`config.mk`:
```
export PLATFORM = sky130hd
export DESIGN_NAME = uart_tx_fifo
export DESIGN_NICKNAME = d
export VERILOG_FILES = /design/src/rtl/uart_tx_fifo.sv
export SDC_FILE = /design/constraint.sdc
export NUM_CORES = 1
export LEC_CHECK = 0
export BUFFER_PORTS_ARGS = -buffer_cell sky130_fd_sc_hd__clkbuf_2
export CAP_MARGIN = 20
export CELL_PAD_IN_SITES_DETAIL_PLACEMENT = 1
export CELL_PAD_IN_SITES_GLOBAL_PLACEMENT = 1
export CORE_AREA = 5 5 135 202
export DETAILED_ROUTE_END_ITERATION = 6
export DIE_AREA = 0 0 140 207
export PLACE_DENSITY_LB_ADDON = 0.1
export SETUP_SLACK_MARGIN = 0.3
export SLEW_MARGIN = 20
export SYNTH_ARGS = -nofsm -noshare
export SYNTH_HDL_FRONTEND = slang
export SYNTH_SLANG_ARGS = --single-unit
```
`constraint.sdc`:
```
create_clock -name i_clk -period 3.95 [get_ports i_clk]
set_clock_uncertainty 0.2 [all_clocks]
set_input_delay 0.395 -clock i_clk [delete_from_list [all_inputs] [get_ports i_clk]]
set_output_delay 0.395 -clock i_clk [all_outputs]
set_load 0.05 [all_outputs]
```
`src/rtl/uart_tx_fifo.sv`:
```
// 8N1 UART transmitter fed by a small byte FIFO. Bytes queued by the producer
// are streamed LSB first, and frames run back to back while the FIFO has data.
module uart_tx_fifo #(
  parameter int CLOCK_PER_BIT = 5208,
  parameter int FIFO_DEPTH    = 16
) (
  input  logic                          i_clk,
  input  logic                          i_rst,
  input  logic [7:0]                    i_TX_data,
  input  logic                          i_TX_valid,
  output logic                          o_TX_ready,
  output logic                          o_TX_bit,
  output logic                          o_TX_busy,
  output logic                          o_TX_done,
  output logic [$clog2(FIFO_DEPTH):0]   o_fifo_count
);
  localparam int PW = $clog2(FIFO_DEPTH);
  localparam int CW = (CLOCK_PER_BIT > 2) ? $clog2(CLOCK_PER_BIT) : 1;
  localparam logic [CW-1:0] CNT_LAST   = CW'(CLOCK_PER_BIT - 1);
  localparam logic [PW:0]   COUNT_FULL = (PW+1)'(FIFO_DEPTH);

  typedef enum logic [1:0] {IDLE, START, DATA, STOP} state_t;

  state_t        state_q, state_d;
  logic [7:0]    mem_q [FIFO_DEPTH];
  logic [PW-1:0] wr_ptr_q, wr_ptr_d;
  logic [PW-1:0] rd_ptr_q, rd_ptr_d;
  logic [PW:0]   count_q, count_d;
  logic [CW-1:0] counter_q, counter_d;
  logic [2:0]    bit_idx_q, bit_idx_d;
  logic [7:0]    tx_byte_q, tx_byte_d;
  logic          tx_bit_q, tx_bit_d;
  logic          busy_q, busy_d;
  logic          done_q, done_d;
  logic          wr_en;
  logic          pop;
  logic          bit_end;
  logic          fifo_has_data;

  assign o_TX_ready    = (count_q != COUNT_FULL) && !i_rst;
  assign wr_en         = i_TX_valid && o_TX_ready;
  assign bit_end       = (counter_q == CNT_LAST);
  assign fifo_has_data = (count_q != '0);

  assign o_TX_bit     = tx_bit_q;
  assign o_TX_busy    = busy_q;
  assign o_TX_done    = done_q;
  assign o_fifo_count = count_q;

  always_comb begin
    state_d   = state_q;
    counter_d = counter_q;
    bit_idx_d = bit_idx_q;
    tx_byte_d = tx_byte_q;
    tx_bit_d  = tx_bit_q;
    done_d    = 1'b0;
    pop       = 1'b0;

    case (state_q)
      IDLE: begin
        tx_bit_d  = 1'b1;
        counter_d = '0;
        if (fifo_has_data) begin
          pop       = 1'b1;
          tx_byte_d = mem_q[rd_ptr_q];
          tx_bit_d  = 1'b0;
          state_d   = START;
        end
      end
      START: begin
        if (bit_end) begin
          counter_d = '0;
          tx_bit_d  = tx_byte_q[0];
          bit_idx_d = 3'd0;
          state_d   = DATA;
        end else begin
          counter_d = counter_q + 1'b1;
        end
      end
      DATA: begin
        if (bit_end) begin
          counter_d = '0;
          if (bit_idx_q != 3'd7) begin
            bit_idx_d = bit_idx_q + 3'd1;
            tx_bit_d  = tx_byte_q[bit_idx_d];
          end else begin
            tx_bit_d = 1'b1;
            state_d  = STOP;
          end
        end else begin
          counter_d = counter_q + 1'b1;
        end
      end
      STOP: begin
        if (bit_end) begin
          counter_d = '0;
          done_d    = 1'b1;
          // Chain straight into the next start bit so queued bytes leave no idle gap.
          if (fifo_has_data) begin
            pop       = 1'b1;
            tx_byte_d = mem_q[rd_ptr_q];
            tx_bit_d  = 1'b0;
            state_d   = START;
          end else begin
            tx_bit_d = 1'b1;
            state_d  = IDLE;
          end
        end else begin
          counter_d = counter_q + 1'b1;
        end
      end
      default: begin
        state_d   = IDLE;
        tx_bit_d  = 1'b1;
        counter_d = '0;
      end
    endcase

    wr_ptr_d = wr_en ? wr_ptr_q + PW'(1) : wr_ptr_q;
    rd_ptr_d = pop   ? rd_ptr_q + PW'(1) : rd_ptr_q;

    case ({wr_en, pop})
      2'b10:   count_d = count_q + 1'b1;
      2'b01:   count_d = count_q - 1'b1;
      default: count_d = count_q;
    endcase

    busy_d = (state_d != IDLE);
  end

  // Storage needs no reset: the pointers and count define which entries are live.
  always_ff @(posedge i_clk) begin
    if (wr_en) begin
      mem_q[wr_ptr_q] <= i_TX_data;
    end
  end

  always_ff @(posedge i_clk) begin
    if (i_rst) begin
      state_q   <= IDLE;
      wr_ptr_q  <= '0;
      rd_ptr_q  <= '0;
      count_q   <= '0;
      counter_q <= '0;
      bit_idx_q <= '0;
      tx_byte_q <= '0;
      tx_bit_q  <= 1'b1;
      busy_q    <= 1'b0;
      done_q    <= 1'b0;
    end else begin
      state_q   <= state_d;
      wr_ptr_q  <= wr_ptr_d;
      rd_ptr_q  <= rd_ptr_d;
      count_q   <= count_d;
      counter_q <= counter_d;
      bit_idx_q <= bit_idx_d;
      tx_byte_q <= tx_byte_d;
      tx_bit_q  <= tx_bit_d;
      busy_q    <= busy_d;
      done_q    <= done_d;
    end
  end

endmodule

```
After elaboration in Yosys (flattened, before gate mapping). Memories as Yosys holds them, arrays and structs flattened. A register that Yosys moved wholly into a read port is not among the register bits. Cells that the tools add are included.

Register bits after elaboration: 42. Input bits: 11. Logic and storage cells: 78. Memories: 1. Memory bits (writable): 128.

Memories: mem_q (depth 16, bits a word 8, read ports 1, clocked after memory_dff 1, wr ports 1, line 25) `logic [7:0] mem_q [FIFO_DEPTH];`.

Mux-type cells: 33. Reduce and logical (&&, ||, !) cells: 14. Eq/ne operators: 12. Bitwise operators: 1. Add/subtract/negate cells: 6. $lt $le $gt $ge: 1.

Operators by type and width (number): $pmux 13 s2 (1); $mux 8 (2); $pmux 8 s2 (1); $add 13x1->13 const B (1); $eq 13x13->1 const B (1); $mux 13 (1); $mux 1 (12); $mux 2 (5); $pmux 5 s2 (1); $mux 3 (3); $add 4x1->4 const B (2); $mux 4 (2); $ne 2x2->1 const B (4); $pmux 2 s4 (1); $reduce_bool 2->1 (4); $eq 2x2->1 const B (3); $pmux 3 s2 (1); $add 5x1->5 const B (1); $ne 5x5->1 const B (1); $reduce_bool 5->1 (1); $sub 5x1->5 const B (1); $eq 2x1->1 const B (2); $lt 3x4->1 const B (1); $pmux 1 s4 (1); 13 further kinds (14).

Logic depth before layout (Yosys ltp).
Word-level depth: 6. Gate-level depth with buffers: 14. Depth with buffers taken out: 12.

Least setup slack after synthesis. Ideal clock, no wire load.

Path kind: reg-to-reg. Start: reg count_q[3], in the netlist o_fifo_count[3]. End: reg count_q[4], in the netlist o_fifo_count[4]. Path slack: 371 ps. Clock period less this slack: 3579 ps. Arrival: 3258 ps. Setup time: 121 ps. Stages on the path, launching flop included: 15. Data required time: 3629 ps. Cell sequence: dfxtp_1 -> clkbuf_1 -> nor4_1 -> a21oi_1 -> buf_2 -> inv_1 -> ha_1 -> clkbuf_1 -> xor2_1 -> ha_1 -> nand3b_1 -> o311ai_2 -> a32o_2 -> a211oi_2 -> mux2_4.

Cells in the longest elaborated chain, start to end: 6. Elaborated cells on any way between the ends: 13.

RTL lines: start: declaration (line 28) `logic [PW:0] count_q, count_d;`; start signal: assignment (line 154) `count_q <= count_d;`; $reduce_bool 5->1 (line 43) `assign fifo_has_data = (count_q != '0);`; $mux 1 (line 63, 99); $mux 1 (line 95) `if (bit_end) begin`; $pmux 1 s2 (line 59) `case (state_q)`; $eq 2x1->1 or $eq 2x2->1 (tied branches) (line 122) `case ({wr_en, pop})`; $pmux 5 s2 or $reduce_bool 2->1 (tied branches).

Several ways; a longest one is shown, not always the timed one. A chain may end at the register's enable or synchronous reset.

Worst setup path in the final report.
Start: reg counter_q[0]. End: reg count_q[4], in the netlist o_fifo_count[4].

Cells in the longest elaborated chain, start to end: 5. Elaborated cells on any way between the ends: 7.

RTL lines: start: declaration (line 29) `logic [CW-1:0] counter_q, counter_d;`; start signal: assignment (line 155) `counter_q <= counter_d;`; $eq 13x13->1 (*) (line 42) `assign bit_end = (counter_q == CNT_LAST);`; $mux 1 (*) (line 95); $pmux 1 s2 (*) (line 59); net pop (line 36) `logic pop;`; $eq 2x1->1 or $eq 2x2->1 (tied branches) (line 122); $pmux 5 s2 or $reduce_bool 2->1 (tied branches).

The timed path passes the listed nets; every way through them passes the cells marked *.

==> results.md <==
- Status: finished clean
- Worst skew pair latency: 0.43 ns
- Reg-to-reg slack, setup: 0.50 ns
- Peak VDD IR: 283 uV
- Layout fillers: 2651
- R2R Path Start: counter_q[0]
- Hold path start: i_TX_data[1]
- Part of the power in combinational logic: 28.1%
- Drt first-iter violations: 177
- Drt pass-1 iters: 4
- Die H: 207 um
- Synth-to-layout area growth: 13.5%
- Flop pwr share: 40.8%
- Design Area, Final: 8480 um^2
- Root Buffer: clkbuf_16
- Worst path most repeated cell: ha_1
- Clock power share: 31.1%
- Ports: 20
- Switching share of power: 32.5%
- Total power draw: 5.44 mW
- Crit-path slowest cell: a41oi_2
- Initial antenna violation count: 0
- Mean Syn Cell Area: 15.6 um^2
- ANT nets after route: 0
- Post-DP HPWL: 11.6 mm
- Internal power: 3.67 mW
- R2R depth: 12
- Largest net degree at the start of global routing: 38
- N_diodes: 0
- FFs w/ async S/R, synth: 0%
- Seq cells post-synth: 174
- Number of max-cap violations: 0
- Final Core Density: 33.4%
- Crit path DAT: 3.57 ns
- Post-Synthesis Cells: 480
- Pwr per Cell Area: 642 nW/um^2
- Wirelength per Cell: 19.2 um
- Post-DP Area: 7890 um^2
- Leading area contributor after synthesis: edfxtp_1
- Slew Viols, Final: 0
- Mapped Area: 7470 um^2
- Die area: 29000 um^2
- Post-synth top cells: edfxtp_1 (128), nor2_1 (54), dfxtp_1 (46)
- RSZ-0062 raised after global routing: no
- Clock Path Buffers: 2
- Delay of the slowest critical-path stage: 0.44 ns
- Sequential standard cell area: 4770 um^2
- Synthesized Nets: 506
- DR vias: 4011
- Num CTS Buffers: 17
- Minimum clock period: 3.45 ns
- Buffers on Ports: 19
- P_sw: 1.77 mW
- Final setup viols: 0
- Vias/cell: 4.72
- Yosys top cell area share: 51.5%
- CP cell instances: ha_1 > and4bb_2 > a41oi_2 > nor2_2 > ha_1 > xor2_1 > ha_1 > nand3b_1 > o311ai_2 > a32o_2 > a211oi_2 > mux2_4
- CTS tree: yes
- DR DRC count: 0
- Row count: 72
- Post-synthesis sequential area ratio: 63.8%
- Main area contributors after synthesis: edfxtp_1 (51%), dfxtp_1 (12%), mux4_2 (8.4%), mux4_1 (4.9%), nor2_1 (2.7%)
- Main synth FF type: edfxtp_1
- Synth cell types: 59
- Buf/Inv on CP: 0
- Setup crit end kind: flip-flop
- Worst setup SP type: flip-flop
- Data required, critical path: 4.08 ns
- Starting Density: 29.4%
- RD Place Congestion: 0.768
- Hold endpoint: mem_q[11][1]
- Clock sinks: 174
- Count of final hold-check violations: 0
- Worst-Margin Slew: 0.913 ns
- Leakage Power: 2.80 nW
- Top-count cell post-synth: edfxtp_1
- Fmax: 290 MHz
- Vias in the first global route: 4468
- Post-CTS Setup Repair Bufs: 0
- # H-tree levels: 4
- Part of the cycle the worst path needs: 87.3%
- RR Endpoint: o_fifo_count[4]
- Gr ovfl total: 0
- Routed WL: 16.3 mm
- Area of the core: 25400 um^2
- Worst Hold Class: in -> reg
- GRT Total Usage: 11.8%
- Final setup TNS: 0 ns
- Hold path cells: 1
- Share of cells above drive strength 1: 20.0%
- Delay-heaviest family, CP: compound AO/OA/AOI/OAI gates
- Worst Setup Path Type: reg -> reg
- Max_slew headroom: 38.9%
- Number of synthesized flops with an enable pin: 128
- Clock slew at reported path FFs: 0.08 ns
- Crit-path max FO: 8
- Multi-input gate area: 2490 um^2
- Global-route wire length before repair: 26.1 mm
- # nets final: 529
- Die Wd: 140 um
- Synthesis Warnings: 0
## metal layers
layer	global-route usage, %	wire length (um)	vias to the layer above
met5	0	0	-
li1	-	-	1909
met3	2.65	329	10
met2	22.4	9440	35
met1	12.9	6380	2057
met4	3.51	183	0
## worst reg2reg max path, stage by stage, from the launching register on
cell and delay, ns:
dfxtp_1 0.35, ha_1 0.29, and4bb_2 0.28, a41oi_2 0.44
nor2_2 0.11, ha_1 0.23, xor2_1 0.14, ha_1 0.24
nand3b_1 0.13, o311ai_2 0.11, a32o_2 0.24, a211oi_2 0.26
mux2_4 0.32
## layout by cell type, fill, tap and decap left out, types with 3 or more instances in the layout
master / n
a21oi_1: 12
and2_1: 3
and3_1: 4
buf_4: 10
clkbuf_16: 17
clkbuf_2: 19
dfxtp_1: 45
edfxtp_1: 128
ha_1: 15
inv_1: 12
inv_6: 5
inv_8: 5
mux2i_1: 11
mux4_1: 14
mux4_2: 28
nand2_1: 23
nand2b_1: 6
nand3_1: 10
nand4_1: 6
nor2_1: 53
nor3_1: 11
nor3b_1: 3
nor4_1: 5
o21ai_0: 9
xnor2_1: 9
xor2_1: 9
## how the worst max path moves through the flow
stage	startpoint	to	slack [ns]	cells past startpoint
after floorplan	o_fifo_count[3]	o_fifo_count[4]	0.37	14
after global placement	counter_q[0]	o_fifo_count[4]	0.51	12
after detailed placement	counter_q[0]	o_fifo_count[4]	0.43	12
after CTS	counter_q[0]	o_fifo_count[4]	0.43	12
after global routing	counter_q[0]	o_fifo_count[4]	0.31	12
final	counter_q[0]	o_fifo_count[4]	0.50	12
## cells by family after synthesis
kind of cell | after synthesis | share of synthesized area (%)
buf+inv | 37 | 2.91
fa+ha+maj | 15 | 2.51
xor+xnor | 18 | 2.11
flops | 174 | 63.8
mux | 55 | 15.2
simple gates | 139 | 9.25
compound gates | 42 | 4.24
## power groups by stage
| stage | Combinational (mW) | Sequential (mW) | Clock, mW |
|---|---|---|---|
| floorplan | 1.20 | 2.30 | 0 |
| global placement | 1.54 | 2.26 | 0 |
| detailed placement | 1.56 | 2.27 | 0 |
| CTS | 1.56 | 2.23 | 1.76 |
| global route | 1.69 | 2.25 | 1.82 |
| finish | 1.53 | 2.22 | 1.69 |
## repair_timing
action / CTS / global route
setup endpoints to repair: 0 / 1
hold buffers: 0 / 0
resized for setup: 0 / 1
## sequential cells by signal (all words and copies together), names as in the netlist, named ones only
signal	flops
o_fifo_count	5
wr_ptr_q	4
bit_idx_q	3
o_TX_bit	1
mem_q	128
o_TX_done	1
counter_q	13
tx_byte_q	8
o_TX_busy	1
state_q	2
rd_ptr_q	4
## per-stage QoR
step	worst slack, ns	cells	hold slack, ns
finish	0.502	849	0.194
global route	0.307	849	0.197
CTS	0.431	849	0.170
detailed placement	0.434	817	0.273
global placement	0.515	817	0.260
floorplan	0.371	480	0.241
## final cells by class
type                       instances  area share (%)
timing repair buffer              29            2.01
inverter                          12           0.531
sequential                       174            56.2
multi-input combinational        269            29.4
clock inverter                    15            1.96
tap                              333            4.91
clock buffer                      17            5.02
(Power assumes the default switching activity.)
